### src/rtl/serial_add_scheduler.sv
// serial_add_scheduler
// ---------------------------------------------------------------------------
// Sequencer and two-port round-robin arbiter in front of a single external
// combinational 1-bit full-adder cell. A granted requester's WIDTH-bit
// operand pair is streamed LSB-first through the cell, one bit per clock.
// An internal flop carries between bits. The (WIDTH+1)-bit result, tagged
// with the requester id, is returned on a valid/ready response port.
//
// Optional feature (compile-time macro SERIAL_SUB_EN):
//   Adds the req0_op/req1_op inputs (0 = add, 1 = subtract). When op is 1,
//   the B bits are inverted into the cell and the carry starts at 1, so the
//   result is A-B in two's complement. rsp_sum[WIDTH] = 1 means no borrow.
//
// Ports:
//   clk                      rising-edge clock
//   reset                    asynchronous, active-low reset
//   reqN_valid / reqN_ready  requester N operand handshake (N = 0, 1)
//   reqN_a / reqN_b          requester N operands (WIDTH bits)
//   reqN_op                  requester N add/sub select (SERIAL_SUB_EN only)
//   fa_a / fa_b / fa_cin     bits driven into the full-adder cell
//   fa_s / fa_cout           sum and carry returned by the cell
//   rsp_valid / rsp_ready    result handshake
//   rsp_id                   requester that owns the result
//   rsp_sum                  {carry, sum}, WIDTH+1 bits
//   busy                     high whenever the sequencer is not idle
//   bit_cnt                  bit index being processed (0 outside ADD)
// ---------------------------------------------------------------------------
module serial_add_scheduler #(
    parameter int WIDTH = 4
) (
    input  logic                     clk,
    input  logic                     reset,
    input  logic                     req0_valid,
    output logic                     req0_ready,
    input  logic [WIDTH-1:0]         req0_a,
    input  logic [WIDTH-1:0]         req0_b,
`ifdef SERIAL_SUB_EN
    input  logic                     req0_op,
`endif
    input  logic                     req1_valid,
    output logic                     req1_ready,
    input  logic [WIDTH-1:0]         req1_a,
    input  logic [WIDTH-1:0]         req1_b,
`ifdef SERIAL_SUB_EN
    input  logic                     req1_op,
`endif
    output logic                     fa_a,
    output logic                     fa_b,
    output logic                     fa_cin,
    input  logic                     fa_s,
    input  logic                     fa_cout,
    output logic                     rsp_valid,
    input  logic                     rsp_ready,
    output logic                     rsp_id,
    output logic [WIDTH:0]           rsp_sum,
    output logic                     busy,
    output logic [$clog2(WIDTH)-1:0] bit_cnt
);

    localparam int CW = $clog2(WIDTH);
    localparam int SW = WIDTH - 1;
    localparam logic [CW-1:0] LAST_BIT = CW'(WIDTH - 1);

    localparam logic [1:0] S_IDLE = 2'd0;
    localparam logic [1:0] S_ADD  = 2'd1;
    localparam logic [1:0] S_DONE = 2'd2;

    logic [1:0]       state;
    logic [WIDTH-1:0] a_sh;
    logic [WIDTH-1:0] b_sh;
    logic [SW-1:0]    sum_sh;
    logic             carry;
    logic             prio1;
    logic             grant1;
    logic             accept;
    logic             in_add;
    logic             sub_sel;

    // Round-robin choice: a lone requester always wins. When both are
    // valid, prio1 names the one that was not served last. prio1 resets to
    // 0, so req0 wins the first tie.
    always_comb begin
        grant1 = req1_valid;
        if (req0_valid && req1_valid) begin
            grant1 = prio1;
        end
    end

    // Ready is held low while reset is asserted, even though the state is
    // already IDLE, so that no operand can be accepted during reset.
    assign req0_ready = reset && (state == S_IDLE) && req0_valid && !grant1;
    assign req1_ready = reset && (state == S_IDLE) && req1_valid &&  grant1;
    assign accept     = req0_ready || req1_ready;

    assign in_add = (state == S_ADD);
    assign busy   = (state != S_IDLE);

`ifdef SERIAL_SUB_EN
    logic op_sub;
    assign sub_sel = grant1 ? req1_op : req0_op;
`else
    logic op_sub;
    assign sub_sel = 1'b0;
`endif

    // The cell inputs are driven only during ADD. Subtraction inverts the
    // B bits, and the carry flop was preloaded with 1 at accept.
    assign fa_a   = in_add & a_sh[0];
    assign fa_b   = in_add & (b_sh[0] ^ op_sub);
    assign fa_cin = in_add & carry;

    // Main sequencer. Sum bits enter sum_sh at the MSB end, so the last
    // sum bit and the final carry can be joined directly into rsp_sum on
    // the closing ADD edge. This gives a response WIDTH clocks after accept.
    always_ff @(posedge clk or negedge reset) begin
        if (!reset) begin
            state     <= S_IDLE;
            a_sh      <= '0;
            b_sh      <= '0;
            sum_sh    <= '0;
            carry     <= 1'b0;
            op_sub    <= 1'b0;
            bit_cnt   <= '0;
            prio1     <= 1'b0;
            rsp_id    <= 1'b0;
            rsp_sum   <= '0;
            rsp_valid <= 1'b0;
        end else begin
            case (state)
                S_IDLE: begin
                    if (accept) begin
                        a_sh    <= grant1 ? req1_a : req0_a;
                        b_sh    <= grant1 ? req1_b : req0_b;
                        op_sub  <= sub_sel;
                        carry   <= sub_sel;
                        bit_cnt <= '0;
                        rsp_id  <= grant1;
                        prio1   <= !grant1;
                        state   <= S_ADD;
                    end
                end
                S_ADD: begin
                    a_sh   <= a_sh >> 1;
                    b_sh   <= b_sh >> 1;
                    sum_sh <= (sum_sh >> 1) | (SW'(fa_s) << (SW - 1));
                    carry  <= fa_cout;
                    if (bit_cnt == LAST_BIT) begin
                        rsp_sum   <= {fa_cout, fa_s, sum_sh};
                        rsp_valid <= 1'b1;
                        bit_cnt   <= '0;
                        state     <= S_DONE;
                    end else begin
                        bit_cnt <= bit_cnt + 1'b1;
                    end
                end
                S_DONE: begin
                    if (rsp_ready) begin
                        rsp_valid <= 1'b0;
                        state     <= S_IDLE;
                    end
                end
                default: begin
                    state <= S_IDLE;
                end
            endcase
        end
    end

endmodule

### config.mk
export PLATFORM = sky130hd
export DESIGN_NAME = serial_add_scheduler
export DESIGN_NICKNAME = d
export VERILOG_FILES = /design/src/rtl/serial_add_scheduler.sv
export SDC_FILE = /design/constraint.sdc
export NUM_CORES = 1
export LEC_CHECK = 0
export ABC_AREA = 1
export BUFFER_PORTS_ARGS = -buffer_cell sky130_fd_sc_hd__buf_4
export CORE_ASPECT_RATIO = 1.4
export CORE_MARGIN = 1
export CORE_UTILIZATION = 44
export DETAILED_ROUTE_END_ITERATION = 6
export PLACE_DENSITY = 0.81
export SYNTH_ARGS = -nofsm -noshare
export SYNTH_HDL_FRONTEND = slang
export SYNTH_SLANG_ARGS = --single-unit
### constraint.sdc
create_clock -name clk -period 1.5 [get_ports clk]
set_input_delay 0 -clock clk [delete_from_list [all_inputs] [get_ports clk]]
set_output_delay 0 -clock clk [all_outputs]
set_load 0.02 [all_outputs]
== Word level (Yosys, flattened, before mapping) ==
Cells that the tools add are included.
Cells by class
  mux-type cells: 19
  bitwise gates (word level): 4
  reduce and logical (&&, ||, !) cells: 17
  add/sub/neg operators: 1
  equality and inequality tests: 6
Operators with widths (number)
  4-bit 2-to-1 mux: 4
  4-bit case mux with 2 select lines: 2
  2-bit 2-to-1 mux: 5
  1-bit logical AND: 6
  2-bit case mux with 3 select lines: 1
  2-bit AND reduction: 3
  3-bit AND reduction: 2
  2-bit nonzero test: 3
  2-bit equality test, second input constant: 2
  1-bit 2-to-1 mux: 4
  2-bit inequality test, second input constant: 2
  1-bit case mux with 2 select lines: 2
  2-bit case mux with 2 select lines: 1
  1-bit AND: 3
  2-bit by 3-bit OR with 3-bit output: 1
  2-bit by 1-bit adder with 2-bit output, second input constant: 1
  2-bit by 1-bit equality test with 1-bit output, second input constant: 1
  2-bit zero test: 1
  2-bit by 1-bit inequality test with 1-bit output, second input constant: 1
  1-bit zero test: 1
  1-bit logical OR: 1
Storage, ports and cells
  logic and storage cells: 57
  input bits: 23
  register bits after elaboration: 24
  output and inout bits: 15

== Depth between registers and ports, before layout ==
Gate-level depths: netlist of run 1.
  depth after elaboration: 7
  depth in mapped cells: 9
  gate-level depth less buffers: 8

== Least setup slack after synthesis of run 1 ==
No wires, ideal clock.
  path type: register to register
  start point: register state[1]
  end point: register a_sh[1]
  path slack: 168 ps
  period minus slack after synthesis: 1332 ps
  stages on the path, launching flop included: 10
  library setup time: 118 ps
  buffers on the path: 1
  arrival time: 1214 ps
  cells stage by stage: dfrtp_1 -> inv_4 -> nand2_4 -> nor2_2 -> nand2_4 -> nand3_4 -> nand2_4 -> buf_8 -> nand2_2 -> nand2_1
On the way
  word-level cells in the longest chain between the ends: 7
  elaborated cells on any way between the ends: 12
  those cells by class: 2 x eq/ne; 1 x mux; 9 x reduce/logical
RTL lines
  from (decl): line 68  | logic [1:0] state;
  from (signal assigned): line 117  | state <= S_IDLE;
  from (signal assigned): line 139  | state <= S_ADD;
  from (signal assigned): line 151  | state <= S_DONE;
  2-bit zero test: line 91, 92, 129
  1-bit logical AND: line 91, 92
  1-bit logical AND (on tied branches) (2 in series): line 91, 92
  1-bit logical OR: line 93  | assign accept = req0_ready || req1_ready;
  2-bit inequality test (no line)
  2-bit AND reduction (no line)
  to (signal assigned): line 132  | a_sh <= grant1 ? req1_a : req0_a;
  to (signal assigned): line 143  | a_sh <= a_sh >> 1;
  to (decl): line 69  | logic [WIDTH-1:0] a_sh;
Parallel ways exist; a longest one is shown, timed or not.
A chain may end at the register's enable or synchronous reset.

== Worst setup path after layout of run 1 ==
  start point: register state[1]
  end point: output fa_b
On the way
  word-level cells in the longest chain between the ends: 2
RTL lines
  2-bit by 1-bit equality test with 1-bit output: line 95  | assign in_add = (state == S_ADD);
  1-bit AND: line 109  | assign fa_b = in_add & (b_sh[0] ^ op_sub);
  to (decl): line 48  | output logic fa_b,
Every way passes these cells.

==> flow_summary.json, run 1 <==
{
  "status": "completed",
  "hp-class": "primary input to register",
  "cts.path.max_buffers": 2,
  "routabilityCongestion": 0.780,
  "crit_family": "buffers and inverters",
  "synth_cell_type_count": 22,
  "nets": 233,
  "cp.required_ns": 1.50,
  "fp-row-count": 23,
  "fmax_mhz": 717,
  "dpl_cell_area_um2": 1630,
  "drtPass1Iterations": 4,
  "cpMaxStageDelayCell": "dfrtp_1",
  "drtIter0Drc": 21,
  "die_h_um": 66.6,
  "synth_top_cell_by_area": "dfrtp_1",
  "finalHoldViolCount": 0,
  "antenna_found_initial": 0,
  "h-tree-depth": 1,
  "syn_area_per_cell_um2": 7.99,
  "worst_pin_slew_ns": 0.271,
  "slew_headroom_pct": 81.9,
  "crit_buf_inv": 3,
  "end_kind": "output port",
  "power_leakage_nw": 1.00,
  "wl_per_cell_um": 10.1,
  "root_buffer": "clkbuf_8",
  "clk_pin_slew_ns": 0.08,
  "num_antenna_cells": 0,
  "finClkSkew_ns": 0.00195,
  "grt_start_max_net_pins": 23,
  "synthFlopType": "dfrtp_1",
  "setup_viol": 0,
  "reg2reg_slack_ns": 0.11,
  "grt_first_pass_wirelength_mm": 3.82,
  "grt_pass1_vias": 908,
  "slew_viol_final": 0,
  "synth_cells": 164,
  "synth_edf_count": 0,
  "min_to": "rsp_sum[3]",
  "yosysMostFrequentCell": "nand2_1",
  "grt_use_total_pct": 16.5,
  "reg2reg_depth": 8,
  "p_per_area_nw_per_um2": 2000,
  "routed_wl_mm": 2.48,
  "portBuffers": 37,
  "core_um2": 2850,
  "syn_to_final_growth_pct": 31.2,
  "synthesis.nets": 188,
  "crit_path_max_incr_delay_ns": 0.45,
  "synth_seq_area_share_pct": 45.8,
  "die_area_um2": 3200,
  "rsz0062_at_grt": "false",
  "yosys-top-cells-area": "dfrtp_1 46%, nand2_1 15%, nand3_1 7.3%",
  "tns_ns": 0,
  "ant_nets": 0,
  "numCtsBuffers": 3,
  "dp_hpwl_mm": 1.93,
  "synth_area_um2": 1310,
  "start_kind": "register",
  "cts_tree": "done",
  "stdcell_area_um2": 1720,
  "ys_ff_latch": 24,
  "clock_sinks": 24,
  "grt-ovfl-total": 0,
  "fin_crit_sh_pct": 93.0,
  "period_needed_ns": 1.39,
  "io_pins": 38,
  "holdPathStages": 3,
  "drive_above_1_share_pct": 33.7,
  "crit_top_cell": "buf_4",
  "postCtsSetupBuffers": 0,
  "crit_type": "register to output port",
  "crit_chain": "inv_4, nand2_4, buf_4, nor2_1, buf_4",
  "start_util_pct": 46.0,
  "timing.rr.start": "state[1]",
  "ys_warn_count": 0,
  "async_flop_share_pct": 100,
  "cp_max_fo": 10,
  "die_w_um": 48.1,
  "max_cap_viol_count": 0,
  "synth_top_area_share_pct": 45.8,
  "min_from": "fa_s",
  "ir_worst_vdd_uv": 1470,
  "vias": 1111,
  "route.detailed.drc": 0,
  "synth_commonest_cells": "54 x nand2_1, 24 x dfrtp_1, 24 x inv_1",
  "viasPerCell": 4.53,
  "rr_endpoint": "b_sh[0]",
  "worst_skew_pair.late_latency_ns": 0.26,
  "crit_arrival_ns": 1.39
}
final cells by class:
| class | instances | area, um2 |
|---|---|---|
| clock buffers | 4 | 55.1 |
| fillers | 255 | 1130 |
| inverters | 27 | 104 |
| multi-input cells | 110 | 583 |
| flip-flops and latches | 24 | 601 |
| well taps | 37 | 46.3 |
| repair buffers | 43 | 330 |
sequential cells by signal, summed over array words and instances (netlist names):
signal,cells
rsp_sum,5
bit_cnt,2
sum_sh,3
prio1,1
rsp_id,1
rsp_valid,1
state,2
a_sh,4
carry,1
b_sh,4
per-stage QoR:
stage,setup WS (ns),total power [W],cells,utilization (%),hold WS [ns]
final,0.106,0.00343,245,60.3,0.0182
after global routing,0.00746,0.00371,245,60.3,0.0426
after CTS,0.0978,0.00345,245,60.2,0.0195
after detailed placement,0.145,0.00302,238,57.2,-0.199
after global placement,0.157,0.00299,238,57.2,-0.199
after floorplan,0.168,0.00248,164,-,-0.296
cell usage in the layout (no fill, tap or decap):
| cell type | count |
|---|---|
| a21boi_4 | 1 |
| a21oi_1 | 1 |
| buf_4 | 40 |
| clkbuf_8 | 4 |
| dfrtp_1 | 24 |
| dlygate4sd3_1 | 3 |
| ha_1 | 1 |
| inv_1 | 24 |
| inv_2 | 2 |
| inv_4 | 1 |
| mux2_2 | 2 |
| nand2_1 | 54 |
| nand2_2 | 10 |
| nand2_4 | 5 |
| nand3_1 | 19 |
| nand3_2 | 1 |
| nand3_4 | 1 |
| nor2_1 | 5 |
| nor2_2 | 1 |
| nor2_4 | 1 |
| o21ai_0 | 6 |
| o31ai_1 | 1 |
| or2_2 | 1 |
tightest hold or removal path, stage by stage:
cell     delay, ns
buf_4         0.10
inv_1         0.05
o21ai_0       0.08
power breakdown:
| group | switching (W) | total (W) | internal (W) |
|---|---|---|---|
| Clock | 0.000186 | 0.000419 | 0.000234 |
| Combinational | 0.00110 | 0.00183 | 0.000724 |
| Sequential | 0.000230 | 0.00119 | 0.000956 |
| Total | 0.00152 | 0.00343 | 0.00191 |
kinds of logic (layout without fill, tap and decap cells):
logic type / after synthesis / after routing / share of synthesized area (%)
simple gates: 98 / 98 / 36.8
fa+ha+maj: 1 / 1 / 0.955
flops: 24 / 24 / 45.8
mux: 2 / 2 / 1.72
compound gates: 9 / 9 / 4.68
buf+inv: 30 / 74 / 10.0
routing by layer:
| metal | up-vias | global-route usage (%) | wire length (um) | part of all wire [%] |
|---|---|---|---|---|
| met5 | - | 0 | 0 | 0 |
| met4 | 0 | 6.25 | 20 | 0.81 |
| met3 | 2 | 1.90 | 77 | 3.1 |
| met2 | 23 | 27.2 | 1240 | 50 |
| met1 | 497 | 21.2 | 1140 | 46 |
| li1 | 589 | - | - | - |
worst max-delay path by stage:
stage,from,cells past startpoint,to,slack (ns)
2_1_floorplan,state[1],9,a_sh[1],0.17
3_3_place_gp,state[0],6,b_sh[0],0.16
3_5_place_dp,state[1],8,b_sh[0],0.14
4_1_cts,state[0],4,req0_ready,0.1
5_1_grt,state[1],5,fa_b,0.007
6_report,state[1],5,fa_b,0.11
what timing repair did:
item	CTS	global route
resized for setup	0	1
hold endpoints to repair	27	0
endpoints found under the setup margin	0	1
hold buffers	3	0
Power figures use the tool's default switching activity.
==> run 2, diff against run 1 <==
RECOVER_POWER = 50   (was default)
==> run 2 against run 1 <==
Effect of this change: register-to-register slack is essentially flat; via count grew 0.27%; die area is the same; sequential power is essentially flat; sequential cell count is the same; hold slack is essentially flat; maximum frequency is essentially flat; non-clock buffer count is the same; clock power is essentially flat; critical path depth is the same; critical endpoint unchanged.
==> flow_summary.json, run 2 (same netlist as run 1, synthesis figures left out) <==
{
  "status": "completed",
  "worst_skew_pair.late_latency_ns": 0.26,
  "route.detailed.drc": 0,
  "rsz0062_at_grt": "false",
  "clk_pin_slew_ns": 0.08,
  "die_h_um": 66.6,
  "antenna_found_initial": 0,
  "fp-row-count": 23,
  "grt_start_max_net_pins": 23,
  "fmax_mhz": 717,
  "drive_above_1_share_pct": 29.8,
  "die_area_um2": 3200,
  "timing.rr.start": "state[1]",
  "setup_viol": 0,
  "reg2reg_slack_ns": 0.11,
  "min_from": "fa_s",
  "finalHoldViolCount": 0,
  "start_util_pct": 46.0,
  "crit_type": "register to output port",
  "num_antenna_cells": 0,
  "hp-class": "primary input to register",
  "end_kind": "output port",
  "reg.largest.list": "rsp_sum x5, a_sh x4, b_sh x4",
  "drtIter0Drc": 23,
  "fin_crit_sh_pct": 93.0,
  "slew_headroom_pct": 64.8,
  "power_leakage_nw": 0.970,
  "routabilityCongestion": 0.780,
  "reg2reg_depth": 5,
  "h-tree-depth": 1,
  "hold_ws_ns": 0.0181,
  "cts_tree": "done",
  "cp.required_ns": 1.50,
  "die_w_um": 48.1,
  "start_kind": "register",
  "grt-ovfl-total": 0,
  "tns_ns": 0,
  "portBuffers": 37,
  "grt_use_total_pct": 16.5,
  "max_cap_viol_count": 0,
  "numCtsBuffers": 3,
  "regMostFlops": "rsp_sum",
  "viasPerCell": 4.55,
  "p_per_area_nw_per_um2": 1990,
  "cp_max_fo": 10,
  "syn_to_final_growth_pct": 28.7,
  "grt_pass1_vias": 908,
  "rr_endpoint": "rsp_sum[0]",
  "root_buffer": "clkbuf_8",
  "grt_first_pass_wirelength_mm": 3.82,
  "ir_worst_vdd_uv": 1370,
  "clock_sinks": 24,
  "nets": 233,
  "crit_arrival_ns": 1.39,
  "slew_viol_final": 0,
  "postCtsSetupBuffers": 0,
  "dp_hpwl_mm": 1.93,
  "drtPass1Iterations": 4,
  "finClkSkew_ns": 0.00199,
  "period_needed_ns": 1.39,
  "cts.path.max_buffers": 2,
  "vias": 1114,
  "crit_start": "state[1]",
  "worst_pin_slew_ns": 0.528,
  "ant_nets": 0,
  "utilization_pct": 59.2,
  "layout_commonest_cell": "nand2_1",
  "final_cell_mix": "54 x nand2_1, 31 x buf_4, 24 x inv_1, 24 x dfrtp_1, 19 x nand3_1",
  "endpoint": "fa_b",
  "core_um2": 2850,
  "routed_wl_mm": 2.47,
  "largest_reg_flops": 5,
  "wl_per_cell_um": 10.1,
  "io_pins": 38
}
==> run 2: cell types whose count changed in the layout (fill, tap and decap cells not counted) <==
cell	previous run	this run
buf_4	40	31
clkbuf_1	0	8
clkbuf_2	0	1
==> run 2: through the flow <==
stage | worst slack, ns | std cells | area [um2] | total power [W]
floorplan | 0.168 | 164 | 1310 | 0.00248
global placement | 0.157 | 238 | 1630 | 0.00299
detailed placement | 0.145 | 238 | 1630 | 0.00302
CTS | 0.0978 | 245 | 1710 | 0.00345
global route | 0.00746 | 245 | 1690 | 0.00363
finish | 0.105 | 245 | 1690 | 0.00335
==> run 2: power breakdown <==
| part | total, W | switching (W) | internal [W] |
|---|---|---|---|
| clock | 0.000420 | 0.000186 | 0.000234 |
| sequential | 0.00118 | 0.000228 | 0.000955 |
| combinational | 0.00175 | 0.00110 | 0.000649 |
==> run 2: how the worst min path moves through the flow <==
stage	end	slack [ns]	depth (start not counted)
finish	rsp_sum[3]	0.02	3
CTS	rsp_sum[3]	0.02	3
global route	rsp_sum[3]	0.04	3
detailed placement	rsp_id	-0.20	1
floorplan	a_sh[0]	-0.30	0
global placement	rsp_valid	-0.20	1
==> run 2: critical path: stages, from the launching register on <==
cell	delay [ns]
dfrtp_1	0.45
inv_4	0.16
nand2_4	0.10
buf_4	0.19
nor2_1	0.09
buf_4	0.14
==> run 2: metal layers <==
layer / routed length (um) / GRT usage [%]
met1: 1140 / 21.2
met2: 1240 / 27.2
met3: 73 / 1.90
met4: 20 / 6.25
met5: 0 / 0
==> run 2: timing repair <==
action / 4_1_cts / 5_1_grt
resized for setup: 0 / 1
hold buffers: 3 / 0
endpoints found under the hold margin: 27 / 0
setup endpoints to repair: 0 / 1
==> run 2: layout make-up <==
type                    instances  area, um2
inverters                      27        104
repair buffers                 43        298
fillers                       263       1160
well taps                      37       46.3
clock buffers                   4       55.1
multi-input cells             110        583
flip-flops and latches         24        601
